==> src/rtl/upg_frame_loader_pkg.sv <==
// upg_frame_loader_pkg: shared FSM states and frame header bit positions for the UART programmer path.
package upg_frame_loader_pkg;

    typedef enum logic [2:0] {
        S_IDLE,
        S_CNT_LO,
        S_CNT_HI,
        S_DATA,
        S_CSUM,
        S_DONE
    } state_t;

    localparam int HDR_TGT  = 0;
    localparam int HDR_LAST = 7;

endpackage

==> src/rtl/upg_frame_loader_if.sv <==
// upg_frame_loader_if: UART byte input plus the upg_* memory programming port and status flags.
interface upg_frame_loader_if #(parameter int ADDR_W = 14);

    logic              rx_valid;
    logic [7:0]        rx_data;
    logic              wen;
    logic [ADDR_W:0]   adr;
    logic [31:0]       dat;
    logic              done;
    logic              err;
    logic              busy;

    modport master (output rx_valid, rx_data, input wen, adr, dat, done, err, busy);
    modport slave  (input rx_valid, rx_data, output wen, adr, dat, done, err, busy);

endinterface

==> src/rtl/upg_word_assembler.sv <==
// upg_word_assembler: packs four bytes (first byte = bits[7:0]) into a 32-bit word.
module upg_word_assembler (
    input  logic        clk,
    input  logic        rst_n,
    input  logic [7:0]  data,
    input  logic        valid,
    input  logic        clear,
    output logic [31:0] word,
    output logic        word_valid
);

    logic [1:0]  lane;
    logic [23:0] sr;

    // word is complete in the cycle its 4th byte arrives; the caller registers it
    assign word       = {data, sr};
    assign word_valid = valid && lane == 2'd3;

    always_ff @(posedge clk or negedge rst_n) begin
        if (!rst_n) begin
            lane <= '0;
            sr   <= '0;
        end else if (clear) begin
            lane <= '0;
        end else if (valid) begin
            lane <= lane + 2'd1;
            sr   <= {data, sr[23:8]};
        end
    end

endmodule

==> src/rtl/upg_frame_loader.sv <==
// upg_frame_loader: parses framed UART segments into word writes on the imem/dmem programming port.
module upg_frame_loader
    import upg_frame_loader_pkg::*;
#(
    parameter int ADDR_W         = 14,
    parameter int CNT_W          = 16,
    parameter int TIMEOUT_CYCLES = 1_000_000
) (
    input  logic               upg_clk,
    input  logic               upg_rstn,
    upg_frame_loader_if.slave  bus
);

    localparam int TW = $clog2(TIMEOUT_CYCLES + 1);

    state_t           state;
    logic             tgt;
    logic             last;
    logic [7:0]       cnt_lo;
    logic [7:0]       csum;
    logic [CNT_W+1:0] rem;
    logic [CNT_W-1:0] idx;
    logic [TW-1:0]    idle;
    logic [31:0]      word;
    logic             word_valid;
    logic             rx;
    logic             busy;
    logic             to;
    logic             ovf;

    assign rx       = bus.rx_valid;
    assign busy     = state != S_IDLE && state != S_DONE;
    assign to       = busy && !rx && idle == TW'(TIMEOUT_CYCLES - 1);
    assign ovf      = (idx >> ADDR_W) != '0;
    assign bus.busy = busy;

    upg_word_assembler u_asm (
        .clk        (upg_clk),
        .rst_n      (upg_rstn),
        .data       (bus.rx_data),
        .valid      (rx && state == S_DATA),
        .clear      (!busy || to),
        .word       (word),
        .word_valid (word_valid)
    );

    always_ff @(posedge upg_clk or negedge upg_rstn) begin
        if (!upg_rstn) begin
            state    <= S_IDLE;
            tgt      <= 1'b0;
            last     <= 1'b0;
            cnt_lo   <= '0;
            csum     <= '0;
            rem      <= '0;
            idx      <= '0;
            idle     <= '0;
            bus.wen  <= 1'b0;
            bus.adr  <= '0;
            bus.dat  <= '0;
            bus.done <= 1'b0;
            bus.err  <= 1'b0;
        end else begin
            bus.wen <= word_valid && !ovf;
            idle    <= rx ? '0 : busy ? idle + TW'(1) : idle;
            if (word_valid) begin
                idx <= idx + CNT_W'(1);
                if (ovf) bus.err <= 1'b1;
                else begin
                    bus.dat <= word;
                    bus.adr <= {tgt, idx[ADDR_W-1:0]};
                end
            end
            if (to) begin
                state   <= S_IDLE;
                bus.err <= 1'b1;
            end else if (rx) begin
                case (state)
                    S_IDLE: begin
                        tgt   <= bus.rx_data[HDR_TGT];
                        last  <= bus.rx_data[HDR_LAST];
                        idx   <= '0;
                        csum  <= '0;
                        state <= S_CNT_LO;
                    end
                    S_CNT_LO: begin
                        cnt_lo <= bus.rx_data;
                        state  <= S_CNT_HI;
                    end
                    S_CNT_HI: begin
                        rem   <= (CNT_W+2)'({bus.rx_data, cnt_lo}) << 2;
                        state <= {bus.rx_data, cnt_lo} == 16'd0 ? S_CSUM : S_DATA;
                    end
                    S_DATA: begin
                        csum  <= csum ^ bus.rx_data;
                        rem   <= rem - (CNT_W+2)'(1);
                        state <= rem == (CNT_W+2)'(1) ? S_CSUM : S_DATA;
                    end
                    S_CSUM: begin
                        // a bad checksum forces a resend; words already written are left in place
                        state    <= (csum == bus.rx_data && last) ? S_DONE : S_IDLE;
                        bus.done <= csum == bus.rx_data && last;
                        bus.err  <= bus.err || csum != bus.rx_data;
                    end
                    default: ;
                endcase
            end
        end
    end

endmodule

==> src/flat_wrapper.sv <==
// flat-port wrapper written by rule: the top's interface ports become plain ports
module upg_frame_loader_flat import upg_frame_loader_pkg::*;
#(
    parameter int ADDR_W         = 14,
    parameter int CNT_W          = 16,
    parameter int TIMEOUT_CYCLES = 1_000_000
)
  (upg_clk, upg_rstn, bus_rx_valid, bus_rx_data, bus_wen, bus_adr, bus_dat, bus_done, bus_err, bus_busy);
  upg_frame_loader_if #(.ADDR_W(ADDR_W)) bus_i ();
  input  logic upg_clk;
  input  logic upg_rstn;
  input wire logic [$bits(bus_i.rx_valid)-1:0] bus_rx_valid;
  input wire logic [$bits(bus_i.rx_data)-1:0] bus_rx_data;
  output wire logic [$bits(bus_i.wen)-1:0] bus_wen;
  output wire logic [$bits(bus_i.adr)-1:0] bus_adr;
  output wire logic [$bits(bus_i.dat)-1:0] bus_dat;
  output wire logic [$bits(bus_i.done)-1:0] bus_done;
  output wire logic [$bits(bus_i.err)-1:0] bus_err;
  output wire logic [$bits(bus_i.busy)-1:0] bus_busy;
  assign bus_i.rx_valid = bus_rx_valid;
  assign bus_i.rx_data = bus_rx_data;
  assign bus_wen = bus_i.wen;
  assign bus_adr = bus_i.adr;
  assign bus_dat = bus_i.dat;
  assign bus_done = bus_i.done;
  assign bus_err = bus_i.err;
  assign bus_busy = bus_i.busy;
  upg_frame_loader #(.ADDR_W(ADDR_W), .CNT_W(CNT_W), .TIMEOUT_CYCLES(TIMEOUT_CYCLES)) u_core (.upg_clk(upg_clk), .upg_rstn(upg_rstn), .bus(bus_i));
endmodule
==> config.mk <==
export PLATFORM = sky130hd
export DESIGN_NAME = upg_frame_loader_flat
export DESIGN_NICKNAME = d
export VERILOG_FILES = /design/src/rtl/upg_frame_loader_pkg.sv /design/src/rtl/upg_frame_loader_if.sv /design/src/rtl/upg_word_assembler.sv /design/src/rtl/upg_frame_loader.sv /design/src/flat_wrapper.sv
export SDC_FILE = /design/constraint.sdc
export NUM_CORES = 1
export LEC_CHECK = 0
export CAP_MARGIN = 30
export CELL_PAD_IN_SITES_DETAIL_PLACEMENT = 1
export CELL_PAD_IN_SITES_GLOBAL_PLACEMENT = 2
export CORE_MARGIN = 2
export CORE_UTILIZATION = 38
export DETAILED_ROUTE_END_ITERATION = 8
export GPL_TIMING_DRIVEN = 0
export MAX_ROUTING_LAYER = met4
export PLACE_DENSITY = 0.94
export SYNTH_ARGS = -nofsm -noshare
export SYNTH_HDL_FRONTEND = slang
export SYNTH_SLANG_ARGS = --single-unit
==> constraint.sdc <==
create_clock -name upg_clk -period 4.4 [get_ports upg_clk]
set_clock_uncertainty 0.2 [all_clocks]
set_input_delay 0.88 -clock upg_clk [delete_from_list [all_inputs] [get_ports upg_clk]]
set_output_delay 0.88 -clock upg_clk [all_outputs]
set_load 0.01 [all_outputs]
# [After elaboration in Yosys (flattened, before gate mapping)]
# Cells that the tools add are included.
[totals] latchBits=0 mem_count=0 inputBits=11 mem_bits_ro=0 word_cells=84 ram_bits=0 out_inout_bits=51 reg_bits=151
[classes] n_eq_ne=10 shifts=0 div=0 n_mul=0 bitwise_logic=4 n_lt_le_gt_ge=0 add_sub_neg=4 n_reduce_logical=30 muxes=21
[ops] cell="two-way mux 16 bit" count=4
[ops] cell="two-way mux 20 bit" count=2
[ops] cell="case mux 18 bit (2 select lines)" count=1
[ops] cell="adder 20 x 1 -> 20 bit (second input constant)" count=1
[ops] cell="== test 20 bit (second input constant)" count=1
[ops] cell="== test 18 x 1 -> 1 bit (second input constant)" count=1
[ops] cell="subtractor 18 x 1 -> 18 bit (second input constant)" count=1
[ops] cell="adder 16 x 1 -> 16 bit (second input constant)" count=1
[ops] cell="zero test 16 bit" count=1
[ops] cell="case mux 8 bit (2 select lines)" count=1
[ops] cell="nonzero test 16 bit" count=1
[ops] cell="two-way mux 3 bit" count=5
[ops] cell="case mux 3 bit (5 select lines)" count=1
[ops] cell="AND reduction 3 bit" count=5
[ops] cell="nonzero test 2 bit" count=5
[ops] cell="== test 8 bit" count=1
[ops] cell="!= test 8 bit" count=1
[ops] cell="XOR 8 bit" count=1
[ops] cell="logical AND 1 bit" count=7
[ops] cell="== test 3 x 2 -> 1 bit (second input constant)" count=2
[ops] cell="AND reduction 2 bit" count=3
[ops] cell="nonzero test 6 bit" count=1
[ops] cell="two-way mux 1 bit" count=5
[ops] cell="two-way mux 2 bit" count=2
[ops] cell="10 further kinds" count=15

# [Logic depth before layout (Yosys ltp)]
[logic_depth] ltp_word=7 mapped_depth=8 ltp_nobuf=7

# [By module]
# A second synthesis with hierarchy kept.
[unflattened] cells_unflattened=610 area_unflattened_um2=7016.7
[by_module_without_submodules] module="upg_frame_loader" area_per_inst_um2=5849.4 cells_per_inst=542 seq_area_each_um2=3128.0 n_inst=1
[by_module_without_submodules] module="upg_word_assembler" area_per_inst_um2=1167.4 cells_per_inst=68 seq_area_each_um2=650.6 n_inst=1

# [Worst setup path after synthesis]
# No wires, ideal clock.
[synth_path] path_type="input to register" from="input bus_rx_data[6]" to="register u_core.state[0]" path_slack_ns=1.767 stages=5 t_required_ns=4.072 t_arrival_ns=2.305 path_cell_list="clkbuf_1 -> or4_1 -> or4_1 -> a211oi_1 -> a211oi_1"
[synth_between] elab_chain_cells=6
[synth_rtl] element="from (decl)" line_no="flat_wrapper.sv:13" rtl="input wire logic [$bits(bus_i.rx_data)-1:0] bus_rx_data;"
[synth_rtl] element="== test 8 bit" line_no="upg_frame_loader.sv:100" rtl="state <= (csum == bus.rx_data && last) ? S_DONE : S_IDLE;"
[synth_rtl] element="logical AND 1 bit" line_no="upg_frame_loader.sv:100"
[synth_rtl] element="two-way mux 3 bit" line_no="upg_frame_loader.sv:100"
[synth_rtl] element="case mux 3 bit (5 select lines) *" line_no="upg_frame_loader.sv:77" rtl="case (state)"
[synth_rtl] element="two-way mux 3 bit *" line_no="upg_frame_loader.sv:76" rtl="end else if (rx) begin"
[synth_rtl] element="two-way mux 3 bit *" line_no="upg_frame_loader.sv:73" rtl="if (to) begin"
[synth_rtl] element="to (signal assigned)" line_no="upg_frame_loader.sv:91" rtl="state <= {bus.rx_data, cnt_lo} == 16'd0 ? S_CSUM : S_DATA;"
[synth_rtl] element="to (signal assigned)" line_no="upg_frame_loader.sv:96" rtl="state <= rem == (CNT_W+2)'(1) ? S_CSUM : S_DATA;"
[synth_rtl] element="to (signal assigned)" line_no="upg_frame_loader.sv:100"
[synth_rtl] element="to (decl)" line_no="upg_frame_loader.sv:16" rtl="state_t state;"
# Every way passes the cells marked *; elsewhere a longest branch is shown, timed or not. The select of a mux whose other input is x is not followed.
# A chain may end at the register's enable or synchronous reset.

# [Worst setup path in the final report]
[layout_path] from="register u_core.state[1]" to="output bus_busy"
[layout_between] elab_chain_cells=2
[layout_rtl] element="!= test 3 bit or nonzero test 3 bit (tied branches)" line_no="upg_frame_loader.sv:32" rtl="assign busy = state != S_IDLE && state != S_DONE;"
[layout_rtl] element="logical AND 1 bit *" line_no="upg_frame_loader.sv:32"
[layout_rtl] element="to (decl)" line_no="flat_wrapper.sv:19" rtl="output wire logic [$bits(bus_i.busy)-1:0] bus_busy;"
# Every way passes the cells marked *; elsewhere a longest branch is shown, timed or not.

==> flow_summary.yaml <==
clock_network:
  cts_hold_buffers: 0
  cts_sinks: 151
  numCtsBuffers: 17
  cts_buffer_depth: 2
  cts_setup_buffers: 0
  cts_resized: 0
  cts_tree: "yes"
  cts-root-buf: "clkbuf_16"
  clk_pin_slew_worst_paths_ps: 70
  h-tree-depth: 4
  insertion_delay_ps: 430
global_routing:
  antenna_found_initial: 0
  track_usage_pct: 21.2
  grt.busiest_layer: "met2"
  grt_pass1_vias: 5818
  gr-total-overflow: 0
  use_met3_pct: 3.53
  grt_max_degree: 81
  use_met2_pct: 34.3
  use_met1_pct: 27.3
  grt_pass1_wl_um: 30200
place:
  place_ws_ps: 825
  portBuffers: 56
  gp_congestion: 0.844
  hpwl_um: 12200
  placed_area_um2: 7680
logic_synthesis:
  yosys_register_bits: 151
  synth_fp_nets: 779
  synth-adder-area-share_pct: 0.919
  syn-cell-area_um2: 6810
  yosysTopAreaCellShare_pct: 55.5
  synth_largest_area_cell: "dfrtp_1"
  ys_async_sr_fraction_pct: 100
  seq_area_frac_synth_pct: 55.5
  synth_mux_area_share_pct: 1.47
  ys_types: 51
  synthSimpleGateAreaFrac_pct: 25.7
  synthXorXnorAreaFrac_pct: 4.25
  netlist_instances: 763
  synth_compound_area_share_pct: 8.99
  syn_area_per_cell_um2: 8.92
  synth_edf_count: 0
  synth_flop_cell: "dfrtp_1"
  synth_top_family_by_area: "simple AND/OR/NAND/NOR gates"
  yosys-top-cells-area: "dfrtp_1, nand2_1, o21ai_0"
  yosys_warnings: 0
pwr:
  p_int_mw: 3.13
  sequentialPowerShare_pct: 44.5
  pwr-share-clk_pct: 27.9
  power_density_nw_per_um2: 583
  p_comb_share_pct: 27.6
  vdd_drop_max_mv: 0.332
  p_sw_share_pct: 34.7
  p_sw_mw: 1.66
  p_leak_nw: 3.68
timing:
  final_max_slew_viol_count: 0
  hold_violations: 0
  finalWorstSetupSlack_ps: 1010
  fmax_mhz: 295
  whs_ps: 209
  worst_pin_slew_ps: 881
  finalCritPeriodShare_pct: 77.1
  setup_violations: 0
  max_slew_margin_pct: 41.2
  rsz0062_at_grt: "false"
  layout_min_cycle_time_ps: 3390
detailed_routing:
  vias: 5645
  drtIter0Drc: 346
  avgViaCountPerCell: 5.24
  drc: 0
  ant_nets: 0
  wl_um: 17900
  firstDrtPassIters: 4
  wire_per_inst_um: 16.7
worst_setup_path:
  critPathArrivalTime_ps: 2310
  critical_path_peak_fanout: 10
  crit_chain: "clkbuf_1 -> or2_2 -> clkbuf_1 -> clkdlybuf4s50_1"
  critPathSlowestCell: "clkdlybuf4s50_1"
  cp.required_ps: 3320
  cp_common_cell: "clkbuf_1"
  critPathMaxStageDelay_ps: 630
  r2r-start: "u_core.state[1]$_DFFE_PN0P_"
  end_kind: "output port"
  crit_start: "u_core.state[1]$_DFFE_PN0P_"
  critPathLaunchType: "register"
  crit_type: "reg2out"
floorplanning:
  core-area_um2: 17400
  start_util_pct: 39.1
  dieArea_um2: 19000
  num_rows: 48
  die_h_um: 138
  io_pins: 62
  die_x_um: 138
outcome:
  status: "completed"
final_layout:
  final_nets: 855
  synthToLayoutAreaGrowth_pct: 20.7
  drive_gt1_share_pct: 5.75
  diodes: 0
  stdcell_area_um2: 8220
  most-common-layout-cells: "nand2_1, dfrtp_1, nor2_1"
  final_common_cell: "nand2_1"
min_path:
  hp-class: "in2async"
flow_run:
  maxCapViolations: 0
-- registers in the layout (all words and copies together), names as in the netlist --
signal             cells
u_core.bus.adr        15
u_core.bus.dat        32
u_core.bus.done        1
u_core.bus.err         1
u_core.bus.wen         1
u_core.cnt_lo          8
u_core.csum            8
u_core.idle           20
u_core.idx            16
u_core.last            1
u_core.rem            18
u_core.state           3
u_core.tgt             1
u_core.u_asm.lane      2
u_core.u_asm.sr       24
-- power groups by stage --
stage | Clock (mW) | Sequential, mW | Combinational [mW]
floorplan | 0 | 2.12 | 0.730
global placement | 0 | 2.14 | 1.29
detailed placement | 0 | 2.15 | 1.34
CTS | 1.36 | 2.13 | 1.35
global route | 1.42 | 2.20 | 1.50
finish | 1.34 | 2.13 | 1.32
-- layer usage --
| metal | vias to the layer above | wire [um] |
|---|---|---|
| li1 | 2704 | - |
| met1 | 2833 | 8310 |
| met2 | 93 | 8790 |
| met3 | 15 | 609 |
| met4 | 0 | 240 |
| met5 | - | 0 |
-- final timing paths --
path | end | slack [ps] | cells after the start
worst max-delay path | bus_busy | 1010 | 4
worst min-delay path | u_core.bus.adr[7]$_DFFE_PN0P_ | 210 | 1
worst max register to register | u_core.idx[0]$_DFF_PN0_ | 1730 | 6
worst min register to register | u_core.bus.dat[0]$_DFFE_PN0P_ | 270 | 2
max in group asynchronous | u_core.bus.dat[15]$_DFFE_PN0P_ | 2980 | 2
min in group upg_clk | u_core.bus.dat[0]$_DFFE_PN0P_ | 270 | 2
-- final cells by class --
cell class / instances / area, um2
clock buffer: 20 / 457
fill: 2059 / 9200
inverter: 14 / 52.6
timing repair buffer: 57 / 593
buffer: 41 / 161
sequential: 151 / 3780
multi-input combinational: 557 / 2810
clock inverter: 12 / 77.6
tap: 225 / 282
-- cell usage after synthesis, types with 2 or more instances --
library cell	number
or3_1	13
nand2_1	237
a211oi_1	2
and4_1	2
xor2_1	6
o31ai_1	3
mux2_2	8
clkbuf_1	32
and3_1	3
or4_1	6
buf_2	3
a22oi_1	3
nor2_1	67
o32ai_1	2
nand2b_1	3
xnor2_1	27
inv_1	13
nand3_1	18
nand4_1	14
o21ai_0	51
ha_1	5
dfrtp_1	151
o22a_1	2
a31oi_1	3
nor4_1	14
and2_1	3
a21oi_1	28
nor3_1	16
buf_1	5
o22ai_1	2
-- through the flow --
stage               total power, mW  utilization (%)  cells  setup TNS [ps]
global placement               3.43             43.9   1044         -635320
global route                   5.12             47.2   1077               0
detailed placement             3.49             44.1   1045               0
floorplan                      2.86                -    763               0
CTS                            4.84             47.2   1077               0
finish                         4.79             47.2   1077               0
-- cells by family (layout without fill, tap and decap cells) --
logic type	Yosys count	count (layout)
and+or+nand+nor	404	404
DFF	151	151
AOI/OAI and AO/OA	106	106
buffers and inverters	55	144
xor gates and xnor gates	33	33
muxes	9	9
adders and majority gates	5	5
-- critical path, delay by kind of cell, from the launching register on --
family	cells	cell delay (ps)
buf+inv	3	1300
flops	1	390
simple gates	1	180
(Power assumes the default switching activity.)
